File: src/rtl/flap_char_stepper_if.sv
// flap_char_stepper_if: target handshake, glyph ROM port and committed matrix
interface flap_char_stepper_if;
    logic        tgt_valid;
    logic        tgt_ready;
    logic [5:0]  tgt_char;
    logic [8:0]  rom_addr;
    logic [7:0]  rom_data;
    logic [71:0] matrix;
    logic        load;
    logic [5:0]  cur_char;
    logic        busy;
    modport master (
        output tgt_valid, tgt_char, rom_data,
        input  tgt_ready, rom_addr, matrix, load, cur_char, busy
    );
    modport slave (
        input  tgt_valid, tgt_char, rom_data,
        output tgt_ready, rom_addr, matrix, load, cur_char, busy
    );
endinterface

File: src/rtl/flap_char_stepper.sv
// flap_char_stepper: split-flap style forward stepper that fetches each glyph
// from a 1-cycle ROM and commits a full 72-bit frame atomically
module flap_char_stepper #(
    parameter int NCHAR    = 40,
    parameter int TICK_DIV = 24
) (
    input logic                clk,
    input logic                reset,
    flap_char_stepper_if.slave bus
);
    localparam int CW = $clog2(TICK_DIV + 1);
    localparam logic [CW-1:0] WLAST = CW'(TICK_DIV - 1);
    typedef enum logic [2:0] {IDLE, ADVANCE, FETCH, COMMIT, WAIT} state_t;
    state_t        state;
    logic [5:0]    tgt;
    logic [5:0]    cur;
    logic [3:0]    col;
    logic [CW-1:0] cnt;
    logic [63:0]   shadow;
    logic [71:0]   matrix;
    logic [8:0]    rom_addr;
    logic          load;
    assign bus.tgt_ready = state == IDLE;
    assign bus.busy      = state != IDLE;
    assign bus.rom_addr  = rom_addr;
    assign bus.matrix    = matrix;
    assign bus.load      = load;
    assign bus.cur_char  = cur;
    always_ff @(posedge clk) begin
        if (reset) begin
            state    <= IDLE;
            tgt      <= '0;
            cur      <= '0;
            col      <= '0;
            cnt      <= '0;
            shadow   <= '0;
            matrix   <= '0;
            rom_addr <= '0;
            load     <= 1'b0;
        end else begin
            case (state)
                IDLE: if (bus.tgt_valid) begin
                    tgt <= bus.tgt_char;
                    if (bus.tgt_char != cur && {1'b0, bus.tgt_char} < 7'(NCHAR)) state <= ADVANCE;
                end
                ADVANCE: begin
                    cur   <= (cur == 6'(NCHAR - 1)) ? '0 : cur + 6'd1;
                    col   <= '0;
                    load  <= 1'b1;
                    state <= FETCH;
                end
                // Address for column k goes out while column k-1 is captured;
                // shifting in keeps column 0 at the top of the shadow frame.
                FETCH: begin
                    if (col <= 4'd7) rom_addr <= {cur, col[2:0]};
                    if (col >= 4'd1) shadow <= {shadow[55:0], bus.rom_data};
                    col <= col + 4'd1;
                    if (col == 4'd8) state <= COMMIT;
                end
                COMMIT: begin
                    matrix <= {(cur == '0) ? 8'h00 : 8'hFF, shadow};
                    load   <= 1'b0;
                    cnt    <= '0;
                    state  <= (cur == tgt) ? IDLE : WAIT;
                end
                WAIT: begin
                    if (cnt == WLAST) state <= ADVANCE;
                    else cnt <= cnt + CW'(1);
                end
                default: state <= IDLE;
            endcase
        end
    end
endmodule
File: src/flat_wrapper.sv
// flat-port wrapper written by rule: the top's interface ports become plain ports
module flap_char_stepper_flat 
#(
    parameter int NCHAR    = 40,
    parameter int TICK_DIV = 24
)
  (clk, reset, bus_tgt_valid, bus_tgt_char, bus_rom_data, bus_tgt_ready, bus_rom_addr, bus_matrix, bus_load, bus_cur_char, bus_busy);
  flap_char_stepper_if bus_i ();
  input logic clk;
  input logic reset;
  input wire logic [$bits(bus_i.tgt_valid)-1:0] bus_tgt_valid;
  input wire logic [$bits(bus_i.tgt_char)-1:0] bus_tgt_char;
  input wire logic [$bits(bus_i.rom_data)-1:0] bus_rom_data;
  output wire logic [$bits(bus_i.tgt_ready)-1:0] bus_tgt_ready;
  output wire logic [$bits(bus_i.rom_addr)-1:0] bus_rom_addr;
  output wire logic [$bits(bus_i.matrix)-1:0] bus_matrix;
  output wire logic [$bits(bus_i.load)-1:0] bus_load;
  output wire logic [$bits(bus_i.cur_char)-1:0] bus_cur_char;
  output wire logic [$bits(bus_i.busy)-1:0] bus_busy;
  assign bus_i.tgt_valid = bus_tgt_valid;
  assign bus_i.tgt_char = bus_tgt_char;
  assign bus_i.rom_data = bus_rom_data;
  assign bus_tgt_ready = bus_i.tgt_ready;
  assign bus_rom_addr = bus_i.rom_addr;
  assign bus_matrix = bus_i.matrix;
  assign bus_load = bus_i.load;
  assign bus_cur_char = bus_i.cur_char;
  assign bus_busy = bus_i.busy;
  flap_char_stepper #(.NCHAR(NCHAR), .TICK_DIV(TICK_DIV)) u_core (.clk(clk), .reset(reset), .bus(bus_i));
endmodule
File: config.mk
export PLATFORM = sky130hd
export DESIGN_NAME = flap_char_stepper_flat
export DESIGN_NICKNAME = d
export VERILOG_FILES = /design/src/rtl/flap_char_stepper_if.sv /design/src/rtl/flap_char_stepper.sv /design/src/flat_wrapper.sv
export SDC_FILE = /design/constraint.sdc
export NUM_CORES = 1
export LEC_CHECK = 0
export BUFFER_PORTS_ARGS = -buffer_cell sky130_fd_sc_hd__buf_2
export CORE_MARGIN = 5
export CORE_UTILIZATION = 50
export DETAILED_ROUTE_END_ITERATION = 10
export PLACE_DENSITY_LB_ADDON = 0.05
export SLEW_MARGIN = 20
export SYNTH_ARGS = -nofsm -noshare
export SYNTH_HDL_FRONTEND = slang
export SYNTH_SLANG_ARGS = --single-unit
File: constraint.sdc
create_clock -name clk -period 5 [get_ports clk]
set_input_delay 0.5 -clock clk [delete_from_list [all_inputs] [get_ports clk]]
set_output_delay 0.5 -clock clk [all_outputs]
set_load 0.1 [all_outputs]
## Word-level counts from Yosys, hierarchy flattened

Index checks and enable logic that the tools add are counted.

- $add $sub $neg: 3
- Magnitude comparators: 3
- Eq/ne operators: 14
- Multiplexer cells: 12
- Reduce and logical (&&, ||, !) cells: 12

Operator list:

| operator | count |
|---|---|
| two-way mux 3 bit | 5 |
| case mux 3 bit (5 select lines) | 1 |
| case mux 5 bit (2 select lines) | 1 |
| two-way mux 8 bit | 1 |
| case mux 4 bit (2 select lines) | 1 |
| AND reduction 2 bit | 4 |
| adder 6 x 1 -> 6 bit (second input constant) | 1 |
| equality test 3 x 2 -> 1 bit (second input constant) | 2 |
| equality test 6 bit | 1 |
| equality test 6 bit (second input constant) | 1 |
| logical NOT 6 bit | 1 |
| less-than comparator 6 bit (second input constant) | 1 |
| two-way mux 6 bit | 1 |
| inequality test 2 x 1 -> 1 bit (second input constant) | 3 |
| inequality test 6 bit | 1 |
| nonzero test 2 bit | 3 |
| adder 5 x 1 -> 5 bit (second input constant) | 1 |
| equality test 5 bit (second input constant) | 1 |
| two-way mux 5 bit | 1 |
| adder 4 x 1 -> 4 bit (second input constant) | 1 |
| equality test 4 bit (second input constant) | 1 |
| >= comparator 4 x 1 -> 1 bit (second input constant) | 1 |
| less-or-equal comparator 4 x 3 -> 1 bit (second input constant) | 1 |
| inequality test 2 bit (second input constant) | 2 |
| 7 further kinds | 7 |

- Bits in registers: 170
- Bits of input ports: 17

## Logic depth before layout (Yosys ltp)

Gate-level depths: netlist of the first run.

- Depth after elaboration: 5
- Gate-level depth with buffers: 7
- Mapped depth without buffers: 5

## Worst setup path after synthesis of the first run

OpenSTA, ideal clock, no wires.

- Path type: reg2out
- Start: register u_core.state[2]
- End: output port bus_tgt_ready
- Data arrival time: 2.072 ns
- Slack: 2.428 ns
- Cell stages (with the launch flop): 4
- Path buffers: 1
- Path through: dfxtp_1 buf_2 or3_1 inv_1

- Longest elaborated chain between the ends: 1

Ends and longest elaborated chain:

| element | line | RTL |
|---|---|---|
| from (decl) | flap_char_stepper.sv:14 | `state_t state;` |
| from (signal assigned) | flap_char_stepper.sv:64 | `state <= (cur == tgt) ? IDLE : WAIT;` |
| logical NOT 3 bit | flap_char_stepper.sv:23 | `assign bus.tgt_ready = state == IDLE;` |
| to (decl) | flat_wrapper.sv:14 | `output wire logic [$bits(bus_i.tgt_ready)-1:0] bus_tgt_ready;` |

Every way passes these cells.

## Final worst setup path of the first run

- Start: register u_core.state[0]
- End: register u_core.matrix[70] (netlist: u_core.bus.matrix[70])

- Longest elaborated chain between the ends: 1

Ends and longest elaborated chain:

| element | line | RTL |
|---|---|---|
| equality test 3 x 2 -> 1 bit | flap_char_stepper.sv:41 | `case (state)` |
| to (signal assigned) | flap_char_stepper.sv:61 | `matrix <= {(cur == '0) ? 8'h00 : 8'hFF, shadow};` |
| to (decl) | flap_char_stepper.sv:20 | `logic [71:0] matrix;` |

Every way passes these cells.
A chain may end at the register's enable or synchronous reset.

==> results of run 1 <==
==> critical path: cells and delay by family (launching register included) <==
kind | cells | cell delay (ns)
flip-flops | 1 | 0.92
buffers and inverters | 1 | 0.47
AND/OR/NAND/NOR | 2 | 0.82
AO/OA/AOI/OAI | 1 | 0.24
==> state kept, by name, indices dropped and copies added (netlist names) <==
name / count
u_core.bus.cur_char: 6
u_core.bus.matrix: 65
u_core.cnt: 5
u_core.bus.load: 1
u_core.tgt: 6
u_core.shadow: 64
u_core.bus.rom_addr: 9
u_core.state: 3
u_core.col: 4
==> placed cells by master (no fill, tap or decap), types with 3 or more instances in the layout <==
cell and n:
nor4_1 3, xor2_1 12, mux2i_1 7, nand3_1 71, a21oi_1 152, nor3_1 5
inv_1 9, a211oi_1 4, or3b_1 3, clkbuf_16 17, nor4b_4 3, or3_1 6
nor3b_1 4, nand2_1 154, buf_2 105, dfxtp_1 163, buf_4 8, clkinv_2 3
o21ai_0 71, clkbuf_1 5, nor2_1 8, ha_1 6
==> power by group through the flow <==
stage	combinational (uW)	sequential, uW	clock [uW]
5_1_grt	229	1330	1290
3_3_place_gp	207	1350	0
6_report	210	1330	1220
4_1_cts	210	1330	1230
3_5_place_dp	209	1350	0
2_1_floorplan	165	1360	0
==> layer usage <==
metal	GRT usage	routed length, um
met3	0.0427	681
met5	0	0
met1	0.282	7250
met2	0.329	7310
met4	0.0685	256
==> final cells by class <==
type                       count  area (sq um)  share of cell area
clock buffer                  23           458              0.0611
clock inverter                 6          82.6              0.0110
inverter                       9          33.8             0.00451
multi-input combinational    542          2840               0.379
sequential                   163          3260               0.436
tap                          172           215              0.0287
timing repair buffer         114           601              0.0802
==> final timing paths <==
check,cells past startpoint,endpoint,from
worst max-delay path,4,u_core.bus.matrix[70],u_core.state[0]
worst min-delay path,3,u_core.shadow[4],bus_rom_data[4]
worst max register to register,4,u_core.bus.matrix[70],u_core.state[0]
worst min register to register,2,u_core.bus.matrix[39],u_core.bus.matrix[39]
==> metrics by stage <==
stage                      util  hold slack [ns]  cell area [sq um]  std cells
after global routing      0.591            0.328               7490       1029
after floorplan               -            0.428               6480        796
after CTS                 0.591            0.321               7490       1029
after global placement    0.547            0.441               6940        999
final                     0.591            0.335               7490       1029
after detailed placement  0.549            0.446               6950       1000
==> kinds of logic (layout without fill, tap and decap cells) <==
kind of cell	after synthesis	in the layout	synth area share
mux	8	8	0.0125
flops	163	163	0.503
xor+xnor	13	13	0.0176
simple gates	275	275	0.203
buf+inv	91	152	0.0600
compound gates	240	240	0.193
fa+ha+maj	6	6	0.0116
==> impl_metrics.json, run 1 <==
{
  "status": "completed",
  "drt-wirelength-per-cell_um": 15.1,
  "die_w_um": 124,
  "path_clk_slew_ns": 0.06,
  "cp.arrival_ns": 2.89,
  "synth.avg_cell_area_sq_um": 8.15,
  "leakage_uw": 0.00282,
  "p_switching_uw": 668,
  "cts-root-buf": "clkbuf_16",
  "async_reset_ff_frac": 0,
  "synth_area_leaders": "dfxtp_1 50%, a21oi_1 12%, nand2_1 8.9%",
  "power.internal_uw": 2090,
  "num_antenna_cells": 0,
  "drt-total-wl_mm": 15.5,
  "seqPwrFrac": 0.481,
  "fillCellCount": 1221,
  "io_pins": 107,
  "p_comb_frac": 0.076,
  "cpPeakStageDelay_ns": 0.92,
  "synth_warnings": 0,
  "grt_setup_unrepaired": "false",
  "dp_hpwl_mm": 9.82,
  "syn_area_sq_um": 6480,
  "hold_violations": 0,
  "crit_type": "reg2reg",
  "ys.flop_type": "dfxtp_1",
  "dp_slack_ns": 2.44,
  "ant_nets": 0,
  "holdBufCountCts": 0,
  "yosys.area.top_type": "dfxtp_1",
  "die_h_um": 124,
  "synth-seq-cells": 163,
  "clock_path_buffers": 2,
  "worst_ir_drop_vdd_mv": 0.183,
  "start_util": 0.512,
  "cts_buffers": 17,
  "antenna_found_initial": 0,
  "fin_crit_sh": 0.514,
  "drive_gt1_frac": 0.169,
  "p_clk_frac": 0.443,
  "grt_max_degree": 97,
  "die_area_sq_um": 15300,
  "grt_overflow_total": 0,
  "path_cells": "and3b_2 -> buf_4 -> nor2_1 -> a311oi_1",
  "cp_max_fo": 37,
  "core_area_sq_um": 12700,
  "first_global_vias": 5294,
  "layout.nets": 870,
  "firstDrtPassIters": 7,
  "h-tree-depth": 4,
  "num_rows": 41,
  "yosys.cell_types.count": 43,
  "globalplace.congestion": 0.829,
  "start_kind": "flip-flop",
  "cts_resized": 0,
  "synth-edff-count": 0,
  "endpoint_kind": "flip-flop",
  "viasPerCell": 5.51,
  "fmax_mhz": 389,
  "synth_common_cells": "163 x dfxtp_1, 154 x nand2_1, 152 x a21oi_1",
  "hold_path_class": "in2reg",
  "maxCapViolCount": 0,
  "r2r_slack_ns": 2.43,
  "finalPower_uw": 2760,
  "timing.setup.tns_ns": 0,
  "cts_setup_buffers": 0,
  "syn_inst": 796,
  "setup_viol": 0,
  "cp.required_ns": 5.32,
  "grt_pass1_wl_mm": 25.6,
  "track_usage": 0.207,
  "clkLatencyLatePin_ns": 0.42,
  "drc": 0,
  "synthToLayoutAreaGrowth_pct": 15.5,
  "switching_share": 0.242,
  "finalWorstSetupSlack_ns": 2.43,
  "cts_tree": "built",
  "cpMaxStageDelayCell": "dfxtp_1",
  "tightest_slew_ns": 0.961,
  "finClkSkew_ns": 0.0107,
  "power.density_nw_per_um2": 368,
  "yosysSeqAreaShare": 0.503,
  "synth.most_common_cell": "dfxtp_1",
  "drtIter0Drc": 434,
  "port_buffers": 106,
  "drv_slew": 0,
  "layout_min_cycle_time_ns": 2.57,
  "cts_sinks": 163,
  "dr_total_vias": 5668,
  "relSlewSlack": 0.359,
  "syn-num-nets": 819,
  "synth_top_cell_area_share": 0.503
}
Power figures use the tool's default switching activity.
==> inputs of run 2 (changes only) <==
==> constraint.sdc (replaced) <==
create_clock -name clk -period 2.2 [get_ports clk]
set_input_delay 0.22 -clock clk [delete_from_list [all_inputs] [get_ports clk]]
set_output_delay 0.22 -clock clk [all_outputs]
set_load 0.1 [all_outputs]
==> run 2 against run 1 <==
Global-route usage increased by 0.14 points. Combinational power increased to 2.6 times the previous value. Final area increased by 2.1%. Die area unchanged. Critical endpoint is now bus_tgt_ready.
==> impl_metrics.json, run 2 (synthesis results as in run 1) <==
{
  "path_clk_slew_ns": 0.06,
  "largest_register_ffs": 65,
  "drive_gt1_frac": 0.189,
  "holdPathStages": 3,
  "cp_max_fo": 14,
  "worst_ir_drop_vdd_mv": 0.523,
  "stdcell_area_sq_um": 7650,
  "largestRegisters": "u_core.bus.matrix x65, u_core.shadow x64, u_core.bus.rom_addr x9",
  "crit_type": "reg2out",
  "die_h_um": 124,
  "path_cells": "or3_2 -> clkinvlp_4 -> buf_2",
  "relSlewSlack": 0.523,
  "p_comb_frac": 0.085,
  "clkLatencyLatePin_ns": 0.42,
  "cpPeakStageDelay_ns": 0.52,
  "regMostFlops": "u_core.bus.matrix",
  "die_w_um": 124,
  "cp.arrival_ns": 1.87,
  "num_antenna_cells": 0,
  "grt_overflow_total": 0,
  "port_buffers": 106,
  "start_kind": "flip-flop",
  "leakage_uw": 0.00291,
  "cts_resized": 0,
  "tightest_slew_ns": 0.713,
  "layout.nets": 880,
  "grt_pass1_wl_mm": 26.0,
  "cts_setup_buffers": 0,
  "worst_r2r_endpoint": "u_core.shadow[48]",
  "firstDrtPassIters": 5,
  "cts_sinks": 163,
  "cts-root-buf": "clkbuf_16",
  "first_global_vias": 5419,
  "r2r_start": "u_core.col[1]",
  "cpMaxStageDelayCell": "or3_2",
  "switching_share": 0.250,
  "die_area_sq_um": 15300,
  "final_common_cell": "dfxtp_1",
  "holdBufCountCts": 0,
  "num_rows": 41,
  "power.internal_uw": 4730,
  "cts_buffers": 17,
  "cp.required_ns": 1.98,
  "p_clk_frac": 0.440,
  "hold_path_class": "in2reg",
  "p_switching_uw": 1570,
  "status": "completed",
  "drc": 0,
  "drt-total-wl_mm": 15.7,
  "synthToLayoutAreaGrowth_pct": 17.9,
  "hp-start": "bus_rom_data[5]",
  "drt-wirelength-per-cell_um": 15.1,
  "h-tree-depth": 4,
  "fin_crit_sh": 0.952,
  "dp_hpwl_mm": 10.3,
  "r2r_slack_ns": 0.20,
  "setup_viol": 0,
  "track_usage": 0.209,
  "final_cell_mix": "163 x dfxtp_1, 154 x nand2_1, 152 x a21oi_1, 105 x buf_2",
  "grt_setup_unrepaired": "false",
  "grt_max_degree": 77,
  "hold_violations": 0,
  "endpoint_kind": "primary output",
  "io_pins": 107,
  "fmax_mhz": 478,
  "core_area_sq_um": 12700,
  "clock_path_buffers": 2,
  "placed_area_sq_um": 7090,
  "drv_slew": 0,
  "globalplace.congestion": 0.795,
  "timing.setup.tns_ns": 0,
  "holdPathEnd": "u_core.shadow[5]",
  "reg2reg_depth": 6,
  "start_util": 0.512,
  "layout_min_cycle_time_ns": 2.09,
  "finClkSkew_ns": 0.00513,
  "cts_tree": "built",
  "seqPwrFrac": 0.475,
  "antenna_found_initial": 0,
  "viasPerCell": 5.53,
  "maxCapViolCount": 0,
  "dr_total_vias": 5759,
  "fillCellCount": 1158,
  "ant_nets": 0,
  "power.density_nw_per_um2": 824,
  "drtIter0Drc": 536
}
run 2: how the worst max path moves through the flow:
stage                     depth (start not counted)                    from  slack (ns)                      to
after global routing                              3         u_core.state[1]        0.03           bus_tgt_ready
after floorplan                                   4  u_core.bus.cur_char[2]        0.12  u_core.bus.cur_char[5]
final                                             3         u_core.state[1]        0.11           bus_tgt_ready
after CTS                                         3         u_core.state[1]        0.07           bus_tgt_ready
after global placement                            6           u_core.col[1]        0.28       u_core.shadow[42]
after detailed placement                          6           u_core.col[1]        0.22       u_core.shadow[48]
run 2: per-stage QoR:
stage / total power, uW / std cells / hold slack [ns] / setup WS (ns) / utilization
finish: 6300 / 1042 / 0.0525 / 0.107 / 0.604
global route: 6530 / 1042 / 0.0397 / 0.0283 / 0.604
CTS: 6360 / 1042 / 0.0311 / 0.0739 / 0.604
detailed placement: 3600 / 1010 / 0.443 / 0.216 / 0.559
global placement: 3590 / 1010 / 0.439 / 0.280 / 0.559
floorplan: 3460 / 796 / 0.367 / 0.123 / -
run 2: critical path: cells and delay by family (launching register included):
kind	cells	cell delay (ns)
simple gates	1	0.52
flops	1	0.44
buf+inv	2	0.49
run 2: power by group through the flow:
stage / logic [uW] / clock network, uW / registers (uW)
floorplan: 378 / 0 / 3080
global placement: 524 / 0 / 3060
finish: 536 / 2770 / 3000
CTS: 534 / 2830 / 3000
global route: 577 / 2950 / 3000
detailed placement: 533 / 0 / 3060
run 2: layout make-up:
type	count	area, sq um	share of cell area
clock buffer	25	515	0.0674
sequential	163	3260	0.427
timing repair buffer	124	731	0.0955
inverter	9	37.5	0.00491
tap	172	215	0.0281
multi-input combinational	542	2840	0.371
clock inverter	7	46.3	0.00605
run 2: routing by layer:
layer  up-vias  track usage  share of wire
li1       2855            -              -
met1      2730        0.277           0.45
met2       148        0.329           0.47
met3        26       0.0545          0.054
met4         0       0.0740          0.019
met5         -            0              0
==> inputs of run 3 (changes only) <==
--- a/config.mk
+++ b/config.mk
@@ -5,12 +5,11 @@
 export SDC_FILE = /design/constraint.sdc
 export NUM_CORES = 1
 export LEC_CHECK = 0
-export BUFFER_PORTS_ARGS = -buffer_cell sky130_fd_sc_hd__buf_2
+export BUFFER_PORTS_ARGS = -buffer_cell sky130_fd_sc_hd__buf_4
 export CORE_MARGIN = 5
 export CORE_UTILIZATION = 50
 export DETAILED_ROUTE_END_ITERATION = 10
 export PLACE_DENSITY_LB_ADDON = 0.05
-export SLEW_MARGIN = 20
 export SYNTH_ARGS = -nofsm -noshare
 export SYNTH_HDL_FRONTEND = slang
 export SYNTH_SLANG_ARGS = --single-unit
==> run 3 against run 2 <==
Sequential power about the same. Combinational power increased by 2%. Utilization increased by 2.0 points. First-iteration DRC count decreased by 29%. Register-to-register slack about the same.
==> impl_metrics.json, run 3 (synthesis results as in run 1) <==
{
  "status": "completed",
  "drv_slew": 0,
  "first_global_vias": 5474,
  "cts_buffers": 17,
  "maxCapViolCount": 0,
  "seqPwrFrac": 0.472,
  "port_buffers": 106,
  "die_h_um": 124,
  "dp_hpwl_mm": 10.0,
  "use_met2": 0.337,
  "die_area_sq_um": 15300,
  "crit_buf_inv": 3,
  "hold_path_class": "in2reg",
  "relSlewSlack": 0.416,
  "cp_max_fo": 13,
  "cts_tree": "built",
  "firstDrtPassIters": 5,
  "stdcell_area_sq_um": 7900,
  "synthToLayoutAreaGrowth_pct": 21.8,
  "seqCellArea_sq_um": 3260,
  "die_w_um": 124,
  "num_antenna_cells": 0,
  "busiest_layer": "met2",
  "clkLatencyLatePin_ns": 0.42,
  "start_util": 0.512,
  "dr_total_vias": 5708,
  "grt_overflow_total": 0,
  "cts_setup_buffers": 0,
  "worst_ir_drop_vdd_mv": 0.460,
  "use_met1": 0.270,
  "placed_area_sq_um": 7330,
  "path_cells": "buf_4 -> or3_2 -> clkinvlp_4 -> buf_6",
  "cpPeakStageDelay_ns": 0.52,
  "largestRegisters": "u_core.bus.matrix x65, u_core.shadow x64, u_core.bus.rom_addr x9",
  "layout.nets": 878,
  "drt-total-wl_mm": 15.6,
  "antenna_found_initial": 0,
  "grt_max_degree": 83,
  "drt-wirelength-per-cell_um": 15.0,
  "cp.required_ns": 1.98,
  "p_clk_frac": 0.442,
  "p_comb_frac": 0.086,
  "p_switching_uw": 1510,
  "multi_input_area_sq_um": 2840,
  "drtIter0Drc": 379,
  "start_kind": "flip-flop",
  "layout_min_cycle_time_ns": 2.12,
  "setup_viol": 0,
  "regMostFlops": "u_core.bus.matrix",
  "power.density_nw_per_um2": 806,
  "drive_gt1_frac": 0.182,
  "num_rows": 41,
  "fmax_mhz": 472,
  "cts-root-buf": "clkbuf_16",
  "final_cell_mix": "163 x dfxtp_1, 154 x nand2_1, 152 x a21oi_1, 116 x buf_4",
  "clock_path_buffers": 2,
  "grt_setup_unrepaired": "false",
  "endpoint_kind": "primary output",
  "cts_sinks": 163,
  "largest_register_ffs": 65,
  "fin_crit_sh": 0.964,
  "globalplace.congestion": 0.812,
  "cp.arrival_ns": 1.90,
  "final_common_cell": "dfxtp_1",
  "switching_share": 0.237,
  "core_area_sq_um": 12700,
  "leakage_uw": 0.00289,
  "gr-usage-met3": 0.0468,
  "crit_type": "reg2out",
  "track_usage": 0.207,
  "dp_slack_ns": 0.224,
  "finClkSkew_ns": 0.00533,
  "power.internal_uw": 4860,
  "io_pins": 107,
  "drc": 0,
  "hold_violations": 0,
  "tightest_slew_ns": 0.877,
  "final_util": 0.623,
  "viasPerCell": 5.50,
  "finalWorstSetupSlack_ns": 0.0798,
  "cpMaxStageDelayCell": "or3_2",
  "h-tree-depth": 4,
  "timing.setup.tns_ns": 0,
  "grt_pass1_wl_mm": 25.5,
  "cpLargestDelayFamily": "buffers and inverters",
  "path_clk_slew_ns": 0.06,
  "fillCellCount": 1141,
  "ant_nets": 0
}
## run 3: cell count changes in the layout (fill, tap and decap cells not counted), sizes merged
cell      change
buf           -2
bufinv        +2
clkbuf        -1
clkinv        -4
clkinvlp      +1
inv           -1
## run 3: path summary, 6_finish.rpt
kind / startpoint / endpoint / slack (ns) / cells after the start
worst min-delay path: bus_tgt_char[2] / u_core.tgt[2] / 0.06 / 3
worst min register to register: u_core.shadow[56] / u_core.bus.matrix[56] / 0.45 / 2
worst max register to register: u_core.col[1] / u_core.shadow[11] / 0.19 / 6
worst max-delay path: u_core.state[0] / bus_tgt_ready / 0.08 / 4
## run 3: metal layers
layer | vias to the layer above | part of all wire
li1 | 2846 | -
met3 | 23 | 0.050
met2 | 135 | 0.48
met4 | 0 | 0.016
met1 | 2704 | 0.46
met5 | - | 0
## run 3: layout make-up
cell class / count / area share
multi-input combinational: 542 / 0.360
clock buffer: 24 / 0.0610
clock inverter: 5 / 0.00982
tap: 172 / 0.0272
timing repair buffer: 122 / 0.124
sequential: 163 / 0.413
inverter: 9 / 0.00475
## run 3: power by group through the flow
stage                     clock network, uW  logic, uW  registers, uW
after floorplan                           0        378           3080
after global placement                    0        535           3060
after detailed placement                  0        542           3070
after CTS                              2870        544           3000
after global routing                   2980        586           3000
final                                  2810        547           3000
## run 3: stage by stage
step / total power [uW] / hold WS [ns] / instances
2_1_floorplan: 3460 / 0.367 / 796
3_3_place_gp: 3600 / 0.443 / 1008
3_5_place_dp: 3610 / 0.449 / 1008
4_1_cts: 6420 / 0.0382 / 1037
5_1_grt: 6570 / 0.0601 / 1037
6_report: 6360 / 0.0616 / 1037
## run 3: worst reg2reg max path, stage by stage (launching register included)
cell and delay, ns:
dfxtp_1 0.43, inv_1 0.09, ha_1 0.22, or4b_2 0.66, buf_12 0.22, nand3_1 0.18
a21oi_1 0.06
## run 3: timing repair
action                                  in CTS  in global routing
endpoints found under the setup margin       0                  1
hold buffers                                 0                  0
gates resized for setup                      0                  1
